### src/rtl/e_branch_resolve_pkg.sv
// -----------------------------------------------------------------------------
// br_pkg : shared types and helpers for the execute-stage branch resolver.
//   bop_e   : decoded branch op (BOP_NONE..BOP_BGEZ, BOP_RSVD)
//   jump_e  : decoded jump type (JMP_NONE, JMP_J, JMP_JR, JMP_RSVD)
//   fsm_e   : redirect sequencer state (RUN, FLUSH)
//   SHAMT_BR: word-offset shift applied to the branch immediate
//   sat_inc32: saturating 32-bit increment used by the optional statistics
// -----------------------------------------------------------------------------
package br_pkg;

  typedef enum logic [2:0] {
    BOP_NONE = 3'b000,
    BOP_BEQ  = 3'b001,
    BOP_BNE  = 3'b010,
    BOP_BLEZ = 3'b011,
    BOP_BGTZ = 3'b100,
    BOP_BLTZ = 3'b101,
    BOP_BGEZ = 3'b110,
    BOP_RSVD = 3'b111
  } bop_e;

  typedef enum logic [1:0] {
    JMP_NONE = 2'b00,
    JMP_J    = 2'b01,
    JMP_JR   = 2'b10,
    JMP_RSVD = 2'b11
  } jump_e;

  typedef enum logic {
    RUN   = 1'b0,
    FLUSH = 1'b1
  } fsm_e;

  localparam int SHAMT_BR = 2;

  // Counter increment that sticks at all-ones instead of wrapping.
  function automatic logic [31:0] sat_inc32(input logic [31:0] v);
    return (v == 32'hFFFF_FFFF) ? v : (v + 32'd1);
  endfunction

endpackage

### src/rtl/e_branch_resolve_if.sv
// -----------------------------------------------------------------------------
// e_branch_resolve_if : decode -> execute branch control bundle.
//   master : decode side, drives i_br_* and observes o_br_*
//   slave  : execute-stage resolver (e_branch_resolve)
// Optional macro BRANCH_STATS_EN adds o_br_n_branch / o_br_n_taken /
// o_br_n_mispredict statistics outputs.
// -----------------------------------------------------------------------------
interface e_branch_resolve_if #(
  parameter int XLEN = 32
);
  logic             i_br_valid;
  logic             i_br_stall;
  logic [2:0]       i_br_bop;
  logic [1:0]       i_br_jump;
  logic [XLEN-1:0]  i_br_pc4;
  logic [XLEN-1:0]  i_br_imm;
  logic [25:0]      i_br_jidx;
  logic [XLEN-1:0]  i_br_rs;
  logic [XLEN-1:0]  i_br_rt;
  logic             o_br_redirect;
  logic [XLEN-1:0]  o_br_target;
  logic             o_br_flush;
  logic             o_br_illegal;
`ifdef BRANCH_STATS_EN
  logic [31:0]      o_br_n_branch;
  logic [31:0]      o_br_n_taken;
  logic [31:0]      o_br_n_mispredict;

  modport master (
    output i_br_valid, i_br_stall, i_br_bop, i_br_jump, i_br_pc4, i_br_imm,
           i_br_jidx, i_br_rs, i_br_rt,
    input  o_br_redirect, o_br_target, o_br_flush, o_br_illegal,
           o_br_n_branch, o_br_n_taken, o_br_n_mispredict
  );

  modport slave (
    input  i_br_valid, i_br_stall, i_br_bop, i_br_jump, i_br_pc4, i_br_imm,
           i_br_jidx, i_br_rs, i_br_rt,
    output o_br_redirect, o_br_target, o_br_flush, o_br_illegal,
           o_br_n_branch, o_br_n_taken, o_br_n_mispredict
  );
`else
  modport master (
    output i_br_valid, i_br_stall, i_br_bop, i_br_jump, i_br_pc4, i_br_imm,
           i_br_jidx, i_br_rs, i_br_rt,
    input  o_br_redirect, o_br_target, o_br_flush, o_br_illegal
  );

  modport slave (
    input  i_br_valid, i_br_stall, i_br_bop, i_br_jump, i_br_pc4, i_br_imm,
           i_br_jidx, i_br_rs, i_br_rt,
    output o_br_redirect, o_br_target, o_br_flush, o_br_illegal
  );
`endif
endinterface

### src/rtl/e_branch_resolve_cond_eval.sv
// -----------------------------------------------------------------------------
// br_cond_eval : combinational branch condition and target evaluation.
//   bop, jump        : decoded control codes (see br_pkg)
//   rs, rt           : forwarded operands, compared as signed XLEN values
//   pc4, imm, jidx   : PC+4, sign-extended offset, jump index
//   taken            : instruction redirects the PC
//   target           : redirect address (meaningful when taken)
//   illegal          : reserved code; never reported as taken
// A jump code overrides any branch op.
// -----------------------------------------------------------------------------
module br_cond_eval
  import br_pkg::*;
#(
  parameter int XLEN = 32
) (
  input  logic [2:0]      bop,
  input  logic [1:0]      jump,
  input  logic [XLEN-1:0] rs,
  input  logic [XLEN-1:0] rt,
  input  logic [XLEN-1:0] pc4,
  input  logic [XLEN-1:0] imm,
  input  logic [25:0]     jidx,
  output logic            taken,
  output logic [XLEN-1:0] target,
  output logic            illegal
);

  logic signed [XLEN-1:0] rs_signed_s;
  logic                   cond_s;
  logic                   bop_rsvd_s;
  logic [XLEN-1:0]        br_tgt_s;
  logic [XLEN-1:0]        j_tgt_s;

  assign rs_signed_s = rs;
  // Wraps naturally modulo 2^XLEN.
  assign br_tgt_s    = pc4 + (imm << SHAMT_BR);
  // Region bits come from PC+4, the rest from the word-aligned index.
  assign j_tgt_s     = {pc4[XLEN-1:28], jidx, 2'b00};

  // Branch condition from the decoded op.
  always_comb begin
    cond_s     = 1'b0;
    bop_rsvd_s = 1'b0;
    case (bop_e'(bop))
      BOP_NONE: cond_s = 1'b0;
      BOP_BEQ:  cond_s = (rs == rt);
      BOP_BNE:  cond_s = (rs != rt);
      BOP_BLEZ: cond_s = (rs_signed_s <= $signed({XLEN{1'b0}}));
      BOP_BGTZ: cond_s = (rs_signed_s >  $signed({XLEN{1'b0}}));
      BOP_BLTZ: cond_s = rs_signed_s[XLEN-1];
      BOP_BGEZ: cond_s = ~rs_signed_s[XLEN-1];
      BOP_RSVD: bop_rsvd_s = 1'b1;
      default:  cond_s = 1'b0;
    endcase
  end

  // Jump type selects between branch result, direct jump and register jump.
  always_comb begin
    taken   = 1'b0;
    target  = br_tgt_s;
    illegal = 1'b0;
    case (jump_e'(jump))
      JMP_NONE: begin
        taken   = cond_s;
        target  = br_tgt_s;
        illegal = bop_rsvd_s;
      end
      JMP_J: begin
        taken  = 1'b1;
        target = j_tgt_s;
      end
      JMP_JR: begin
        taken  = 1'b1;
        target = rs;
      end
      JMP_RSVD: begin
        illegal = 1'b1;
      end
      default: begin
        taken   = 1'b0;
        illegal = 1'b0;
      end
    endcase
  end

endmodule

### src/rtl/e_branch_resolve.sv
// -----------------------------------------------------------------------------
// e_branch_resolve : execute-stage branch/jump resolver.
//   clk, rst : clock (rising edge), asynchronous active-high reset
//   br       : e_branch_resolve_if.slave
//     i_br_valid/stall        decode valid, hazard hold of the D/E register
//     i_br_bop/jump           decoded branch op / jump type
//     i_br_pc4/imm/jidx/rs/rt instruction context and forwarded operands
//     o_br_redirect/target    registered one-cycle PC redirect and address
//     o_br_flush              kill fetch/decode, FLUSH_CYCLES long
//     o_br_illegal            registered one-cycle reserved-code pulse
// Parameters: XLEN (datapath/PC width), FLUSH_CYCLES (1..3).
// Optional macro BRANCH_STATS_EN: saturating counters o_br_n_branch,
// o_br_n_taken and o_br_n_mispredict.
// -----------------------------------------------------------------------------
module e_branch_resolve
  import br_pkg::*;
#(
  parameter int XLEN         = 32,
  parameter int FLUSH_CYCLES = 1
) (
  input  logic               clk,
  input  logic               rst,
  e_branch_resolve_if.slave  br
);

  // D/E stage register
  logic            valid_r;
  logic            resolved_r;
  logic [2:0]      bop_r;
  logic [1:0]      jump_r;
  logic [XLEN-1:0] pc4_r;
  logic [XLEN-1:0] imm_r;
  logic [25:0]     jidx_r;
  logic [XLEN-1:0] rs_r;
  logic [XLEN-1:0] rt_r;

  // Redirect sequencer
  fsm_e            state_r;
  logic [1:0]      flush_cnt_r;
  logic            redirect_r;
  logic [XLEN-1:0] target_r;
  logic            flush_r;
  logic            illegal_r;

  logic            taken_s;
  logic            illegal_s;
  logic [XLEN-1:0] target_s;
  logic            resolve_s;
  logic            squash_s;

  br_cond_eval #(.XLEN(XLEN)) u_cond_eval (
    .bop     (bop_r),
    .jump    (jump_r),
    .rs      (rs_r),
    .rt      (rt_r),
    .pc4     (pc4_r),
    .imm     (imm_r),
    .jidx    (jidx_r),
    .taken   (taken_s),
    .target  (target_s),
    .illegal (illegal_s)
  );

  // An instruction resolves once, and never while a flush is in progress.
  assign resolve_s = valid_r & ~resolved_r & (state_r == RUN);
  // The capture behind a taken instruction and all captures during FLUSH
  // are wrong-path.
  assign squash_s  = (state_r == FLUSH) | (resolve_s & taken_s);

  // D/E stage register: capture when not stalled, else hold and mark resolved.
  always_ff @(posedge clk or posedge rst) begin
    if (rst) begin
      valid_r    <= 1'b0;
      resolved_r <= 1'b0;
      bop_r      <= 3'b000;
      jump_r     <= 2'b00;
      pc4_r      <= {XLEN{1'b0}};
      imm_r      <= {XLEN{1'b0}};
      jidx_r     <= 26'd0;
      rs_r       <= {XLEN{1'b0}};
      rt_r       <= {XLEN{1'b0}};
    end else if (!br.i_br_stall) begin
      valid_r    <= br.i_br_valid & ~squash_s;
      resolved_r <= 1'b0;
      bop_r      <= br.i_br_bop;
      jump_r     <= br.i_br_jump;
      pc4_r      <= br.i_br_pc4;
      imm_r      <= br.i_br_imm;
      jidx_r     <= br.i_br_jidx;
      rs_r       <= br.i_br_rs;
      rt_r       <= br.i_br_rt;
    end else if (resolve_s) begin
      resolved_r <= 1'b1;
    end else begin
      resolved_r <= resolved_r;
    end
  end

  // Redirect sequencer with registered redirect/target/flush/illegal outputs.
  always_ff @(posedge clk or posedge rst) begin
    if (rst) begin
      state_r     <= RUN;
      flush_cnt_r <= 2'd0;
      redirect_r  <= 1'b0;
      target_r    <= {XLEN{1'b0}};
      flush_r     <= 1'b0;
      illegal_r   <= 1'b0;
    end else begin
      illegal_r <= resolve_s & illegal_s;
      case (state_r)
        RUN: begin
          if (resolve_s && taken_s) begin
            state_r     <= FLUSH;
            flush_cnt_r <= 2'(FLUSH_CYCLES - 1);
            redirect_r  <= 1'b1;
            target_r    <= target_s;
            flush_r     <= 1'b1;
          end else begin
            redirect_r  <= 1'b0;
            flush_r     <= 1'b0;
          end
        end
        FLUSH: begin
          redirect_r <= 1'b0;
          if (flush_cnt_r == 2'd0) begin
            state_r <= RUN;
            flush_r <= 1'b0;
          end else begin
            flush_cnt_r <= flush_cnt_r - 2'd1;
          end
        end
        default: begin
          state_r    <= RUN;
          redirect_r <= 1'b0;
          flush_r    <= 1'b0;
        end
      endcase
    end
  end

  assign br.o_br_redirect = redirect_r;
  assign br.o_br_target   = target_r;
  assign br.o_br_flush    = flush_r;
  assign br.o_br_illegal  = illegal_r;

`ifdef BRANCH_STATS_EN
  logic [31:0] n_branch_r;
  logic [31:0] n_taken_r;
  logic [31:0] n_mispredict_r;
  logic        is_branch_s;

  // Conditional branches only: no jump code and a real (non-reserved) op.
  assign is_branch_s = (jump_r == 2'b00) && (bop_r != 3'b000) && (bop_r != 3'b111);

  // Saturating statistics, counted at resolution time.
  always_ff @(posedge clk or posedge rst) begin
    if (rst) begin
      n_branch_r     <= 32'd0;
      n_taken_r      <= 32'd0;
      n_mispredict_r <= 32'd0;
    end else begin
      if (resolve_s && is_branch_s) begin
        n_branch_r <= sat_inc32(n_branch_r);
      end else begin
        n_branch_r <= n_branch_r;
      end
      if (resolve_s && taken_s) begin
        n_taken_r      <= sat_inc32(n_taken_r);
        n_mispredict_r <= sat_inc32(n_mispredict_r);
      end else begin
        n_taken_r      <= n_taken_r;
        n_mispredict_r <= n_mispredict_r;
      end
    end
  end

  assign br.o_br_n_branch     = n_branch_r;
  assign br.o_br_n_taken      = n_taken_r;
  assign br.o_br_n_mispredict = n_mispredict_r;
`endif

endmodule

### src/flat_wrapper.sv
// flat-port wrapper written by rule: the top's interface ports become plain ports
module e_branch_resolve_flat import br_pkg::*;
#(
  parameter int XLEN         = 32,
  parameter int FLUSH_CYCLES = 1
)
  (clk, rst, br_i_br_valid, br_i_br_stall, br_i_br_bop, br_i_br_jump, br_i_br_pc4, br_i_br_imm, br_i_br_jidx, br_i_br_rs, br_i_br_rt, br_o_br_redirect, br_o_br_target, br_o_br_flush, br_o_br_illegal);
  e_branch_resolve_if #(.XLEN(XLEN)) br_i ();
  input  logic clk;
  input  logic rst;
  input wire logic [$bits(br_i.i_br_valid)-1:0] br_i_br_valid;
  input wire logic [$bits(br_i.i_br_stall)-1:0] br_i_br_stall;
  input wire logic [$bits(br_i.i_br_bop)-1:0] br_i_br_bop;
  input wire logic [$bits(br_i.i_br_jump)-1:0] br_i_br_jump;
  input wire logic [$bits(br_i.i_br_pc4)-1:0] br_i_br_pc4;
  input wire logic [$bits(br_i.i_br_imm)-1:0] br_i_br_imm;
  input wire logic [$bits(br_i.i_br_jidx)-1:0] br_i_br_jidx;
  input wire logic [$bits(br_i.i_br_rs)-1:0] br_i_br_rs;
  input wire logic [$bits(br_i.i_br_rt)-1:0] br_i_br_rt;
  output wire logic [$bits(br_i.o_br_redirect)-1:0] br_o_br_redirect;
  output wire logic [$bits(br_i.o_br_target)-1:0] br_o_br_target;
  output wire logic [$bits(br_i.o_br_flush)-1:0] br_o_br_flush;
  output wire logic [$bits(br_i.o_br_illegal)-1:0] br_o_br_illegal;
  assign br_i.i_br_valid = br_i_br_valid;
  assign br_i.i_br_stall = br_i_br_stall;
  assign br_i.i_br_bop = br_i_br_bop;
  assign br_i.i_br_jump = br_i_br_jump;
  assign br_i.i_br_pc4 = br_i_br_pc4;
  assign br_i.i_br_imm = br_i_br_imm;
  assign br_i.i_br_jidx = br_i_br_jidx;
  assign br_i.i_br_rs = br_i_br_rs;
  assign br_i.i_br_rt = br_i_br_rt;
  assign br_o_br_redirect = br_i.o_br_redirect;
  assign br_o_br_target = br_i.o_br_target;
  assign br_o_br_flush = br_i.o_br_flush;
  assign br_o_br_illegal = br_i.o_br_illegal;
  e_branch_resolve #(.XLEN(XLEN), .FLUSH_CYCLES(FLUSH_CYCLES)) u_core (.clk(clk), .rst(rst), .br(br_i));
endmodule
### config.mk
export PLATFORM = sky130hd
export DESIGN_NAME = e_branch_resolve_flat
export DESIGN_NICKNAME = d
export VERILOG_FILES = /design/src/rtl/e_branch_resolve_pkg.sv /design/src/rtl/e_branch_resolve_if.sv /design/src/rtl/e_branch_resolve_cond_eval.sv /design/src/rtl/e_branch_resolve.sv /design/src/flat_wrapper.sv
export SDC_FILE = /design/constraint.sdc
export NUM_CORES = 1
export LEC_CHECK = 0
export CAP_MARGIN = 5
export CORE_ASPECT_RATIO = 0.9
export CORE_UTILIZATION = 53
export DETAILED_ROUTE_END_ITERATION = 6
export PLACE_DENSITY = 0.81
export RECOVER_POWER = 50
export SYNTH_ARGS = -nofsm -noshare
export SYNTH_HDL_FRONTEND = slang
export SYNTH_HIERARCHICAL = 1
export SYNTH_SLANG_ARGS = --single-unit
### constraint.sdc
create_clock -name clk -period 9.1 [get_ports clk]
set_input_delay 1.365 -clock clk [delete_from_list [all_inputs] [get_ports clk]]
set_output_delay 1.365 -clock clk [all_outputs]
set_load 0.005 [all_outputs]
Word level (Yosys, flattened, before mapping). Index checks and enable logic that the tools add are counted.

Input bits: 163. Logic and storage cells: 67. Flip-flop bits (word level): 197. Output and inout bits: 35.

Equality and inequality tests: 16. Reduce and logical (&&, ||, !) cells: 6. $lt $le $gt $ge: 2. $add $sub $neg: 2. Bitwise operators: 10. Mux-type cells: 16.

Operators with widths (number): $pmux W32 S2 (1); $add A32 B32 Y32 (1); $eq A32 B32 Y1 (1); $gt A32 B1 Y1 const B (1); $le A32 B1 Y1 const B (1); $ne A32 B32 Y1 (1); $eq A3 B3 Y1 const B (4); $pmux W1 S2 (5); $eq A3 B2 Y1 const B (2); $mux W1 (6); $ne A2 B2 Y1 const B (3); $pmux W1 S6 (1); $and A1 B1 Y1 (5); $eq A2 B2 Y1 const B (2); $logic_not A2 Y1 (2); $mux W2 (2); $not A1 Y1 (4); $pmux W2 S2 (1); $reduce_and A2 Y1 (2); $eq A3 B1 Y1 const B (1); $eq A2 B1 Y1 const B (1); $ne A2 B1 Y1 const B (1); $reduce_or A2 Y1 (1); $sub A2 B1 Y2 const B (1); other kinds (2) (2).

Logic depth before layout (Yosys ltp).
Depth after elaboration: 7. Gate-level depth with buffers: 12. Depth with buffers taken out: 12.

Hierarchy. Netlist, hierarchy kept.

By module, submodules not included: e_branch_resolve (cells an instance 431, times used 1, sequential area each 4979.8 sq um, area each 7445.9 sq um); br_cond_eval (cells an instance 390, times used 1, sequential area each 0.0 sq um, area each 2785.2 sq um).

Worst setup path after synthesis. OpenSTA, ideal clock, no wires.

Path type: register -> register. Start: register u_core.pc4_r[9]. End: register u_core.target_r[31] (netlist: u_core/br.o_br_target[31]). Path slack: 6537 ps. Stages on the path, launching flop included: 12. Arrival time: 2438 ps. Path buffers: 1. Period minus slack after synthesis: 2563 ps. Data required time: 8975 ps. Library setup time: 125 ps. Cells stage by stage: dfrtp_1 > ha_1 > buf_6 > and3_4 > a211oi_2 > o22ai_2 > nand4bb_4 > and3_4 > a2111oi_4 > xnor2_1 > a21oi_1 > mux2_4.

Cells in the longest elaborated chain, start to end: 2.

RTL lines: from (decl) (RTL line e_branch_resolve.sv:31) `logic [XLEN-1:0] pc4_r;`; from (signal assigned) (RTL line e_branch_resolve.sv:77) `pc4_r <= {XLEN{1'b0}};`; from (signal assigned) (RTL line e_branch_resolve.sv:87) `pc4_r <= br.i_br_pc4;`; $add A32 B32 Y32 (RTL line e_branch_resolve_cond_eval.sv:36) `assign br_tgt_s = pc4 + (imm << SHAMT_BR);`; $pmux W32 S2 (RTL line e_branch_resolve_cond_eval.sv:62) `case (jump_e'(jump))`; net u_core.target_s[31] (RTL line e_branch_resolve.sv:47) `logic [XLEN-1:0] target_s;`; to (signal assigned) (RTL line e_branch_resolve.sv:105) `target_r <= {XLEN{1'b0}};`; to (signal assigned) (RTL line e_branch_resolve.sv:116) `target_r <= target_s;`; to (decl) (RTL line e_branch_resolve.sv:41) `logic [XLEN-1:0] target_r;`.

The timed path passes the listed nets, and every way through them passes these cells. A chain may end at the register's enable or synchronous reset.

Worst setup path after layout.
Start: input port br_i_br_stall. End: register u_core.jidx_r[13].

RTL lines: from (decl) (RTL line flat_wrapper.sv:12) `input wire logic [$bits(br_i.i_br_stall)-1:0] br_i_br_stall;`; to (signal assigned) (RTL line e_branch_resolve.sv:89) `jidx_r <= br.i_br_jidx;`; to (decl) (RTL line e_branch_resolve.sv:33) `logic [25:0] jidx_r;`.

No word-level cell between the ends.

==> metrics.txt <==
# TYPE chip_impl_metric gauge
chip_impl_info{name="critical-path-top-delay-family",value="buffers and inverters"} 1
chip_impl_metric{name="hpwlAfterDp",unit="mm"} 17.8
chip_impl_metric{name="cts_setup_buffers",unit=""} 0
chip_impl_metric{name="final_max_slew_viol_count",unit=""} 76
chip_impl_metric{name="max-clock-path-buffers",unit=""} 2
chip_impl_metric{name="drtAntennaViolNets",unit=""} 0
chip_impl_metric{name="first_global_vias",unit=""} 7390
chip_impl_metric{name="ys_warn_count",unit=""} 6
chip_impl_metric{name="hold_path_stages",unit=""} 1
chip_impl_metric{name="grt_remaining_overflow",unit=""} 0
chip_impl_metric{name="final.setup.worst_slack",unit="ps"} 3600
chip_impl_metric{name="area_delta_synth_final",unit="%"} 26.5
chip_impl_metric{name="tns",unit="ps"} 0
chip_impl_info{name="critPathCaptureType",value="flip-flop"} 1
chip_impl_metric{name="drt_first_pass_iters",unit=""} 5
chip_impl_metric{name="antenna_cells",unit=""} 0
chip_impl_metric{name="pin_count",unit=""} 198
chip_impl_metric{name="clk_pin_slew",unit="ps"} 70
chip_impl_metric{name="clock_tree.htree_level_count",unit=""} 4
chip_impl_metric{name="period_needed",unit="ps"} 5500
chip_impl_info{name="tritoncts",value="yes"} 1
chip_impl_metric{name="cts_made_buffers",unit=""} 17
chip_impl_metric{name="core_region_area",unit="um^2"} 18600
chip_impl_metric{name="fin_worst_hold_slack",unit="ps"} 508
chip_impl_metric{name="place_ws",unit="ps"} 5660
chip_impl_metric{name="worst_r2r_path_depth",unit=""} 10
chip_impl_info{name="worstPathCellList",value="clkbuf_1 -> buf_4 -> mux2_2"} 1
chip_impl_metric{name="die_h",unit="um"} 133
chip_impl_metric{name="timing_worst_slew_pin_value",unit="ps"} 4010
chip_impl_metric{name="finalClockSkew",unit="ps"} 14.3
chip_impl_metric{name="report.final.hold_viol_count",unit=""} 0
chip_impl_metric{name="worst-endpoint-required",unit="ps"} 9430
chip_impl_metric{name="max-slew-margin-rel",unit="%"} -168
chip_impl_metric{name="syn_avg_cell_area",unit="um^2"} 12.4
chip_impl_metric{name="cts.sinks",unit=""} 197
chip_impl_metric{name="drt_wl_total",unit="mm"} 24.8
chip_impl_metric{name="power-per-cell-area",unit="nW/um^2"} 214
chip_impl_metric{name="floorplan.die_area",unit="um^2"} 19700
chip_impl_info{name="root_buffer",value="sky130_fd_sc_hd__clkbuf_16"} 1
chip_impl_metric{name="drc",unit=""} 0
chip_impl_metric{name="timing.critical_path.buf_inv",unit=""} 2
chip_impl_metric{name="global_route.usage.total",unit="%"} 26.2
chip_impl_metric{name="vias_per_cell",unit=""} 5.82
chip_impl_metric{name="cts_hold_buffers",unit=""} 0
chip_impl_info{name="timing_worst_setup_path_type",value="input pin to flip-flop"} 1
chip_impl_metric{name="grt_pass1_wl",unit="mm"} 39.1
chip_impl_metric{name="num_vias",unit=""} 7281
chip_impl_info{name="failed_checks",value="max-capacitance violations, max-slew violations"} 1
chip_impl_info{name="status",value="finished, violations left"} 1
chip_impl_metric{name="post_cts.resized_instances",unit=""} 0
chip_impl_metric{name="antenna_found_initial",unit=""} 0
chip_impl_metric{name="share_of_layout_cells_above_drive_strength_1",unit="%"} 24.5
chip_impl_metric{name="timing.critical_path.slowest_cell_delay",unit="ps"} 2770
chip_impl_metric{name="port_buffer_count",unit=""} 195
chip_impl_metric{name="fmaxAchievable",unit="MHz"} 182
chip_impl_metric{name="final-setup-viol-count",unit=""} 0
chip_impl_metric{name="drc_marker_count_from_the_first_detailed_route_iteration",unit=""} 682
chip_impl_info{name="crit_path_start_kind",value="input pin"} 1
chip_impl_metric{name="timing.critical_path.arrival",unit="ps"} 5820
chip_impl_metric{name="finalWeightedCongestion",unit=""} 0.853
chip_impl_metric{name="netlist_instances",unit=""} 817
chip_impl_metric{name="timing.critical_path.depth",unit=""} 3
chip_impl_metric{name="vdd_drop_max",unit="V"} 0.000129
chip_impl_info{name="layout.cells.most_common_list",value="sky130_fd_sc_hd__dfrtp_1, sky130_fd_sc_hd__clkdlybuf4s50_1, sky130_fd_sc_hd__mux2_2, sky130_fd_sc_hd__xnor2_1, sky130_fd_sc_hd__a21oi_1"} 1
chip_impl_metric{name="clk_latency",unit="ps"} 450
chip_impl_metric{name="initial_utilization",unit="%"} 54.7
chip_impl_metric{name="detail_route.wl_per_cell",unit="um"} 19.8
chip_impl_metric{name="crit_fanout",unit=""} 86
chip_impl_metric{name="dieWidth",unit="um"} 148
chip_impl_info{name="grt_setup_unrepaired",value="false"} 1
chip_impl_metric{name="syn_nets",unit=""} 1015
chip_impl_metric{name="core_rows",unit=""} 47
chip_impl_metric{name="nNetsFinal",unit=""} 1192
chip_impl_metric{name="layout_worst_path_cycle_share",unit="%"} 60.4
chip_impl_metric{name="maximum_number_of_pins_on_one_net_before_global_route_repair",unit=""} 137
chip_impl_metric{name="p_leak",unit="nW"} 5.35
chip_impl_metric{name="drv_cap",unit=""} 1
chip_impl_info{name="commonest_non_fill_non_tap_cell_in_the_layout",value="sky130_fd_sc_hd__dfrtp_1"} 1
chip_impl_info{name="worstHoldPathType",value="flip-flop to flip-flop"} 1
chip_impl_metric{name="synth.cell_area",unit="um^2"} 10200
chip_impl_info{name="worst_path_max_delay_cell",value="sky130_fd_sc_hd__clkbuf_1"} 1
[metal layers]
layer	GRT usage, %	up-vias	wire length, um
met2	41.7	255	11700
met3	5.58	27	1640
met1	36.3	3645	11000
met5	0	-	0
li1	-	3354	-
met4	7.16	0	325
[registers in the layout, indices dropped and copies added (netlist names)]
signal                   count
u_core/bop_r                 3
u_core/br.o_br_flush         1
u_core/br.o_br_illegal       1
u_core/br.o_br_redirect      1
u_core/br.o_br_target       32
u_core/flush_cnt_r           2
u_core/imm_r                30
u_core/jidx_r               26
u_core/jump_r                2
u_core/pc4_r                32
u_core/resolved_r            1
u_core/rs_r                 32
u_core/rt_r                 32
u_core/state_r               1
u_core/valid_r               1
[path summary, 6_finish.rpt]
check | from | endpoint | slack (ps)
worst max-delay path | br_i_br_stall | u_core/jidx_r[13] | 3600
worst min-delay path | u_core/jidx_r[16] | u_core/jidx_r[16] | 510
min in group asynchronous | rst | u_core/rs_r[2] | 1610
max in group asynchronous | rst | u_core/pc4_r[14] | 6190
worst min register to register | u_core/jidx_r[16] | u_core/jidx_r[16] | 510
worst max register to register | u_core/rs_r[31] | u_core/br.o_br_target[19] | 5540
[per-stage QoR]
step	cell area (um^2)	cells	utilization, %	total power, W
finish	12800	1252	69.1	0.00274
global route	12800	1252	69.1	0.00288
CTS	12900	1252	69.2	0.00276
detailed placement	12200	1220	65.8	0.00197
global placement	12200	1220	65.8	0.00195
floorplan	10200	817	-	0.00162
[power breakdown]
part	switching (W)	total (W)	internal (W)
clock network	0.000397	0.000775	0.000378
logic	0.000348	0.000830	0.000482
registers	0.000120	0.00114	0.00102
[area by class of cell]
class	instances	area, um^2
clock inverters	15	201
inverters	20	82.6
multi-input cells	558	4920
repair buffers	200	1980
clock buffers	17	425
well taps	245	307
fillers	1406	5730
flip-flops and latches	197	4930
[worst register-to-register path, stage by stage, from the launching register on]
cell                        delay [ps]
sky130_fd_sc_hd__dfrtp_1           480
sky130_fd_sc_hd__xnor2_1           340
sky130_fd_sc_hd__nand4_1           130
sky130_fd_sc_hd__nor4_1            680
sky130_fd_sc_hd__a21boi_0          250
sky130_fd_sc_hd__a311o_1           360
sky130_fd_sc_hd__nand3_1            80
sky130_fd_sc_hd__a21oi_1            80
sky130_fd_sc_hd__nand4bb_2         130
sky130_fd_sc_hd__buf_4             490
sky130_fd_sc_hd__mux2_2            430
No activity file was read; power rests on OpenSTA's default activity.
